`src/rtl/fetch_redirect_ctrl_pkg.sv`:
```
// Shared types and constants for the pre-IF fetch redirect controller.
package fetch_redirect_ctrl_pkg;

    typedef logic [31:0] virt_t;
    typedef logic [31:0] uint32_t;
    typedef logic [1:0]  cnt_t;

    localparam virt_t DEFAULT_RESET_PC = 32'hbfc0_0000;

    typedef enum logic [1:0] {
        SEQ        = 2'd0,
        BR_WAIT_DS = 2'd1,
        BR_PEND    = 2'd2,
        FLUSH      = 2'd3
    } fetch_state_t;

    // Sequential successor; wraps mod 2^32, alignment is IF's concern.
    function automatic virt_t pc_inc(input virt_t pc);
        return pc + 32'd4;
    endfunction

endpackage

```
`src/rtl/fetch_redirect_ctrl_inflight_tracker.sv`:
```
// Counts accepted-but-unanswered fetches and marks responses that belong
// to requests issued before the most recent flush so IF can discard them.
module fetch_redirect_ctrl_inflight_tracker
    import fetch_redirect_ctrl_pkg::*;
(
    input  logic clk,
    input  logic resetn,
    input  logic accept,
    input  logic data_ok,
    input  logic flush,
    output cnt_t inflight,
    output logic resp_valid,
    output logic resp_drop
);

    cnt_t discard;

    // Responses arrive in order, so the oldest 'discard' of them are stale.
    assign resp_drop  = resetn && data_ok && (discard != 2'd0);
    assign resp_valid = resetn && data_ok && (discard == 2'd0);

    // Outstanding-request and stale-response counters.
    always_ff @(posedge clk or negedge resetn) begin
        if (!resetn) begin
            inflight <= 2'd0;
            discard  <= 2'd0;
        end else begin
            inflight <= inflight + cnt_t'(accept) - cnt_t'(data_ok);
            // A flush condemns everything still outstanding after this cycle's
            // response; a later flush simply recomputes from the live count.
            if (flush)
                discard <= inflight - cnt_t'(data_ok);
            else if (resp_drop)
                discard <= discard - 2'd1;
        end
    end

endmodule

```
`src/rtl/fetch_redirect_ctrl.sv`:
```
// Pre-IF next-PC generator: in-order SRAM-like fetch issue, MIPS delay-slot
// ordering for taken branches, and WB flush redirects with stale-response drop.
module fetch_redirect_ctrl
    import fetch_redirect_ctrl_pkg::*;
#(
    parameter virt_t RESET_PC     = DEFAULT_RESET_PC,
    parameter int    MAX_INFLIGHT = 2
) (
    input  logic        clk,
    input  logic        resetn,
    input  logic        br_taken,
    input  logic        br_stall,
    input  logic [31:0] br_target,
    input  logic        fs_valid,
    input  logic        fs_allowin,
    input  logic        wb_flush,
    input  logic [31:0] flush_target,
    output logic        inst_req,
    output logic [31:0] inst_addr,
    input  logic        inst_addr_ok,
    input  logic        inst_data_ok,
    output logic        resp_valid,
    output logic        resp_drop
);

    localparam cnt_t MAX_CNT = cnt_t'(MAX_INFLIGHT);

    fetch_state_t state;
    virt_t        pc;
    virt_t        tgt;
    cnt_t         inflight;
    logic         accept;
    logic         br_go;

    // Request is held low during reset and in the flush cycle itself.
    assign inst_req  = resetn && fs_allowin && !wb_flush && (inflight < MAX_CNT);
    assign inst_addr = (state == BR_PEND || state == FLUSH) ? tgt : pc;
    assign accept    = inst_req && inst_addr_ok;
    assign br_go     = br_taken && !br_stall;

    // Next-PC state machine; flush overrides any branch activity.
    always_ff @(posedge clk or negedge resetn) begin
        if (!resetn) begin
            state <= SEQ;
            pc    <= RESET_PC;
            tgt   <= '0;
        end else if (wb_flush) begin
            tgt   <= flush_target;
            state <= FLUSH;
        end else begin
            case (state)
                SEQ: begin
                    if (br_go) begin
                        tgt <= br_target;
                        // pc is the delay slot when IF does not hold it yet;
                        // if it is being accepted right now the target is next.
                        if (fs_valid || accept)
                            state <= BR_PEND;
                        else
                            state <= BR_WAIT_DS;
                    end else if (accept) begin
                        pc <= pc_inc(pc);
                    end
                end
                BR_WAIT_DS: begin
                    if (accept) begin
                        pc    <= tgt;
                        state <= SEQ;
                    end
                end
                BR_PEND, FLUSH: begin
                    if (accept) begin
                        pc    <= pc_inc(tgt);
                        state <= SEQ;
                    end
                end
                default: state <= SEQ;
            endcase
        end
    end

    fetch_redirect_ctrl_inflight_tracker u_tracker (
        .clk        (clk),
        .resetn     (resetn),
        .accept     (accept),
        .data_ok    (inst_data_ok),
        .flush      (wb_flush),
        .inflight   (inflight),
        .resp_valid (resp_valid),
        .resp_drop  (resp_drop)
    );

endmodule

```
`config.mk`:
```
export PLATFORM = sky130hd
export DESIGN_NAME = fetch_redirect_ctrl
export DESIGN_NICKNAME = d
export VERILOG_FILES = /design/src/rtl/fetch_redirect_ctrl_pkg.sv /design/src/rtl/fetch_redirect_ctrl_inflight_tracker.sv /design/src/rtl/fetch_redirect_ctrl.sv
export SDC_FILE = /design/constraint.sdc
export NUM_CORES = 1
export LEC_CHECK = 0
export BUFFER_PORTS_ARGS = -buffer_cell sky130_fd_sc_hd__buf_2
export CAP_MARGIN = 30
export CORE_UTILIZATION = 50
export DETAILED_ROUTE_END_ITERATION = 10
export MAX_ROUTING_LAYER = met4
export PLACE_DENSITY = 0.74
export REMOVE_ABC_BUFFERS = 1
export SLEW_MARGIN = 10
export SYNTH_ARGS = -nofsm -noshare
export SYNTH_HDL_FRONTEND = slang
export SYNTH_HIERARCHICAL = 1
export SYNTH_SLANG_ARGS = --single-unit
export TNS_END_PERCENT = 30
```
`constraint.sdc`:
```
create_clock -name clk -period 3.3 [get_ports clk]
set_clock_uncertainty 0.1 [all_clocks]
set_input_delay 0.165 -clock clk [delete_from_list [all_inputs] [get_ports clk]]
set_output_delay 0.165 -clock clk [all_outputs]
set_load 0.01 [all_outputs]
```
==> flow_summary.toml <==
[run_status]
outcome = "finished, final reports clean"

[job]
cap_viol_max_count = 0

[layout]
fin_nets = 729
drive_above_1_share = 0.2866
post_layout_nonfiller_instances = 785
num_antenna_cells = 0
area_growth_pct = 22.65
stdcell_area_sq_um = 5988

[floorplan]
initial_utilization = 0.5234
core_area_sq_um = 9328
chipWidth_um = 100.8
placementRows = 35
die_h_um = 100.8
io_pins = 108
die_area_sq_um = 10160

[setup_path]
timing_worst_setup_path_type = "flip-flop to flip-flop"
register_to_register_setup_slack_ns = 0.40
worstSetupStartpoint = "state[1]"
critical_path.startpoint_type = "flip-flop"
worst_ep_arrival_time_ns = 3.05
r2r-end = "pc[30]"
worst_r2r_startpoint = "state[1]"
worstPathRequired_ns = 3.45
worstRegToRegCells = 8
critical_path.endpoint = "pc[30]"
crit_path_max_fanout = 10
cp-end-kind = "flip-flop"

[global_routing]
first_global_vias = 4586
wire_length_of_the_first_global_routing_pass_um = 21830
grt.total_usage = 0.2824
antenna_found_initial = 0
pin_count_of_the_biggest_net_entering_global_routing = 71
grt.overflow.total = 0

[route]
first_iter_violations = 320
drt-vias-per-instance = 5.901
antenna_left = 0
avgRoutedWirePerCell_um = 16.86
routed_wl_um = 13240
via_count = 4632
drcViolationCount = 0
firstDrtPassIters = 5

[placed_design]
routabilityCongestion = 0.9249
place.port_buffers = 107
placed_cells = 741
hpwl_after_dpl_um = 8851
placed_area_sq_um = 5528

[clock_tree]
clock_tree.htree_level_count = 3
worst_setup_hold_path_clk_slew_ns = 0.08
clk_path_buf_depth = 2
clock-root-buffer = "sky130_fd_sc_hd__clkbuf_8"
count_of_clock_tree_sinks = 70
numCtsBuffers = 9
post_cts.repair.setup_buffers = 0
clk-insertion-delay-late_ns = 0.36
cts_tree = "yes"

[sta]
worst_slew_pin_tran_ns = 0.7871
setup_viol = 0
maxSlewHeadroom = 0.4753
finalCritPeriodShare = 0.8793
final_period_minus_worst_setup_slack_ns = 2.902
drv_slew = 0
grt_setup_unrepaired = "no"
clock.fmax_mhz = 344.6
number_of_hold_slack_violations_in_the_final_timing_report = 0

[yosys]
synth-main-ff-cell = "sky130_fd_sc_hd__dfrtp_1"
synth_seq_area_share = 0.3611
synthCells = 527
syn-cell-area_sq_um = 4882
synthTopCellsByArea = "sky130_fd_sc_hd__dfrtp_1 31%, sky130_fd_sc_hd__mux2i_1 8.0%, sky130_fd_sc_hd__o21ai_0 5.5%"
synth_top_cell_by_area = "sky130_fd_sc_hd__dfrtp_1"
post_synth_most_frequent_cells = "61 x sky130_fd_sc_hd__dfrtp_1, 58 x sky130_fd_sc_hd__nand2_1, 54 x sky130_fd_sc_hd__o21ai_0"
synth-edff-count = 0
yosysWarningCount = 6
synth-async-reset-ratio = 1.000
post_synth.cell_area_avg_sq_um = 9.264
synth.ff_latch_count = 70
post-synth-top-count-cell = "sky130_fd_sc_hd__dfrtp_1"
area_fraction_of_the_dominant_cell_type_after_synthesis = 0.3127
ys_types = 65

[power_and_ir_drop]
post-layout-total-power_mw = 2.866
power_leakage_nw = 2.857
power_density_relative_to_cell_area_nw_per_um2 = 478.6
power.ir.vdd_worst_mv = 0.3026

[min_path]
min-delay-path-class = "primary input to flip-flop"
per-layer routing:
metal	global-route usage	wire length (um)	vias to the layer above
met2	0.4610	6426	189
met1	0.3509	5720	2239
met5	-	0	-
li1	-	-	2183
met4	0.09922	201	0
met3	0.05409	887	21
cell usage in the layout (no fill, tap or decap), types with 5 or more instances in the layout:
cell                            count
sky130_fd_sc_hd__dfstp_2            9
sky130_fd_sc_hd__and3_1             9
sky130_fd_sc_hd__nand2_1           58
sky130_fd_sc_hd__a21oi_1           36
sky130_fd_sc_hd__a221o_1            6
sky130_fd_sc_hd__buf_4             15
sky130_fd_sc_hd__o21ai_0           54
sky130_fd_sc_hd__nor2_1            18
sky130_fd_sc_hd__xor2_1             6
sky130_fd_sc_hd__xnor2_1           20
sky130_fd_sc_hd__o31ai_1            6
sky130_fd_sc_hd__a221oi_1           6
sky130_fd_sc_hd__buf_2            106
sky130_fd_sc_hd__nor3_1             5
sky130_fd_sc_hd__nand4_1            7
sky130_fd_sc_hd__nand3b_1           7
sky130_fd_sc_hd__nand3_1           18
sky130_fd_sc_hd__o211ai_1           6
sky130_fd_sc_hd__mux2_2            24
sky130_fd_sc_hd__ha_1               5
sky130_fd_sc_hd__dlygate4sd3_1     27
sky130_fd_sc_hd__nor2b_1            5
sky130_fd_sc_hd__clkbuf_8          10
sky130_fd_sc_hd__mux2i_1           39
sky130_fd_sc_hd__inv_1             19
sky130_fd_sc_hd__dfrtp_1           60
critical path, cell delays in order, from the launching register on:
cell	delay, ns
sky130_fd_sc_hd__dfrtp_2	0.45
sky130_fd_sc_hd__o21ai_0	0.27
sky130_fd_sc_hd__ha_1	0.36
sky130_fd_sc_hd__nand4_2	0.19
sky130_fd_sc_hd__a21boi_4	0.38
sky130_fd_sc_hd__nand3_1	0.23
sky130_fd_sc_hd__nor4_1	0.37
sky130_fd_sc_hd__xor2_1	0.11
sky130_fd_sc_hd__a221o_1	0.32
how the worst min path moves through the flow:
stage                           from  cells past startpoint  endpoint  slack [ns]
floorplan                     resetn                      0     pc[0]       -0.23
global placement        br_target[6]                      3    tgt[6]        0.35
global route        flush_target[27]                      3   tgt[27]        0.01
finish                 br_target[31]                      3   tgt[31]        0.01
CTS                    br_target[31]                      3   tgt[31]      0.0005
detailed placement      br_target[6]                      3    tgt[6]        0.36
registers in the layout, indices dropped and copies added, names as in the netlist:
name and cells:
u_tracker/inflight 2, tgt 32, state 2, u_tracker/discard 2, pc 32
where the power goes:
part           switching, mW  leakage [nW]  total [mW]  internal (mW)
Sequential             0.280         0.833        1.42           1.14
Clock                  0.316        0.0844       0.608          0.292
Combinational          0.406          1.94       0.835          0.429
Total                   1.00          2.86        2.87           1.86
per-stage QoR:
stage            util  TNS [ns]  worst slack (ns)  hold WS, ns
6_report       0.6420         0            0.3984      0.01002
5_1_grt        0.6420         0            0.2110     0.009783
4_1_cts        0.6380         0            0.4570    0.0004702
3_5_place_dp   0.5926         0            0.4562       0.3607
3_3_place_gp   0.5926         0            0.5921       0.3497
2_1_floorplan       -   -153.33            -3.355      -0.2306
logic make-up (layout without fill, tap and decap cells):
kind of cell	Yosys count	in the layout	synth area share
AOI/OAI and AO/OA	155	155	0.2114
xor gates and xnor gates	26	26	0.04664
adders and majority gates	5	5	0.01281
buffers and inverters	57	186	0.05459
DFF	70	70	0.3611
muxes	63	63	0.1353
and+or+nand+nor	151	151	0.1781
final cells by class:
| class | instances | area (sq um) |
|---|---|---|
| Clock inverter | 2 | 10.01 |
| Multi-Input combinational cell | 400 | 2864 |
| Fill cell | 795 | 3339 |
| Sequential cell | 70 | 1764 |
| Inverter | 20 | 75.07 |
| Timing Repair Buffer | 150 | 960.9 |
| Clock buffer | 14 | 152.6 |
| Tap cell | 129 | 161.4 |
timing repair:
item                      in CTS  in global routing
hold endpoints to repair      14                 24
gates resized for setup        0                  0
hold buffers                  26                  1
No activity file was read; power rests on OpenSTA's default activity.
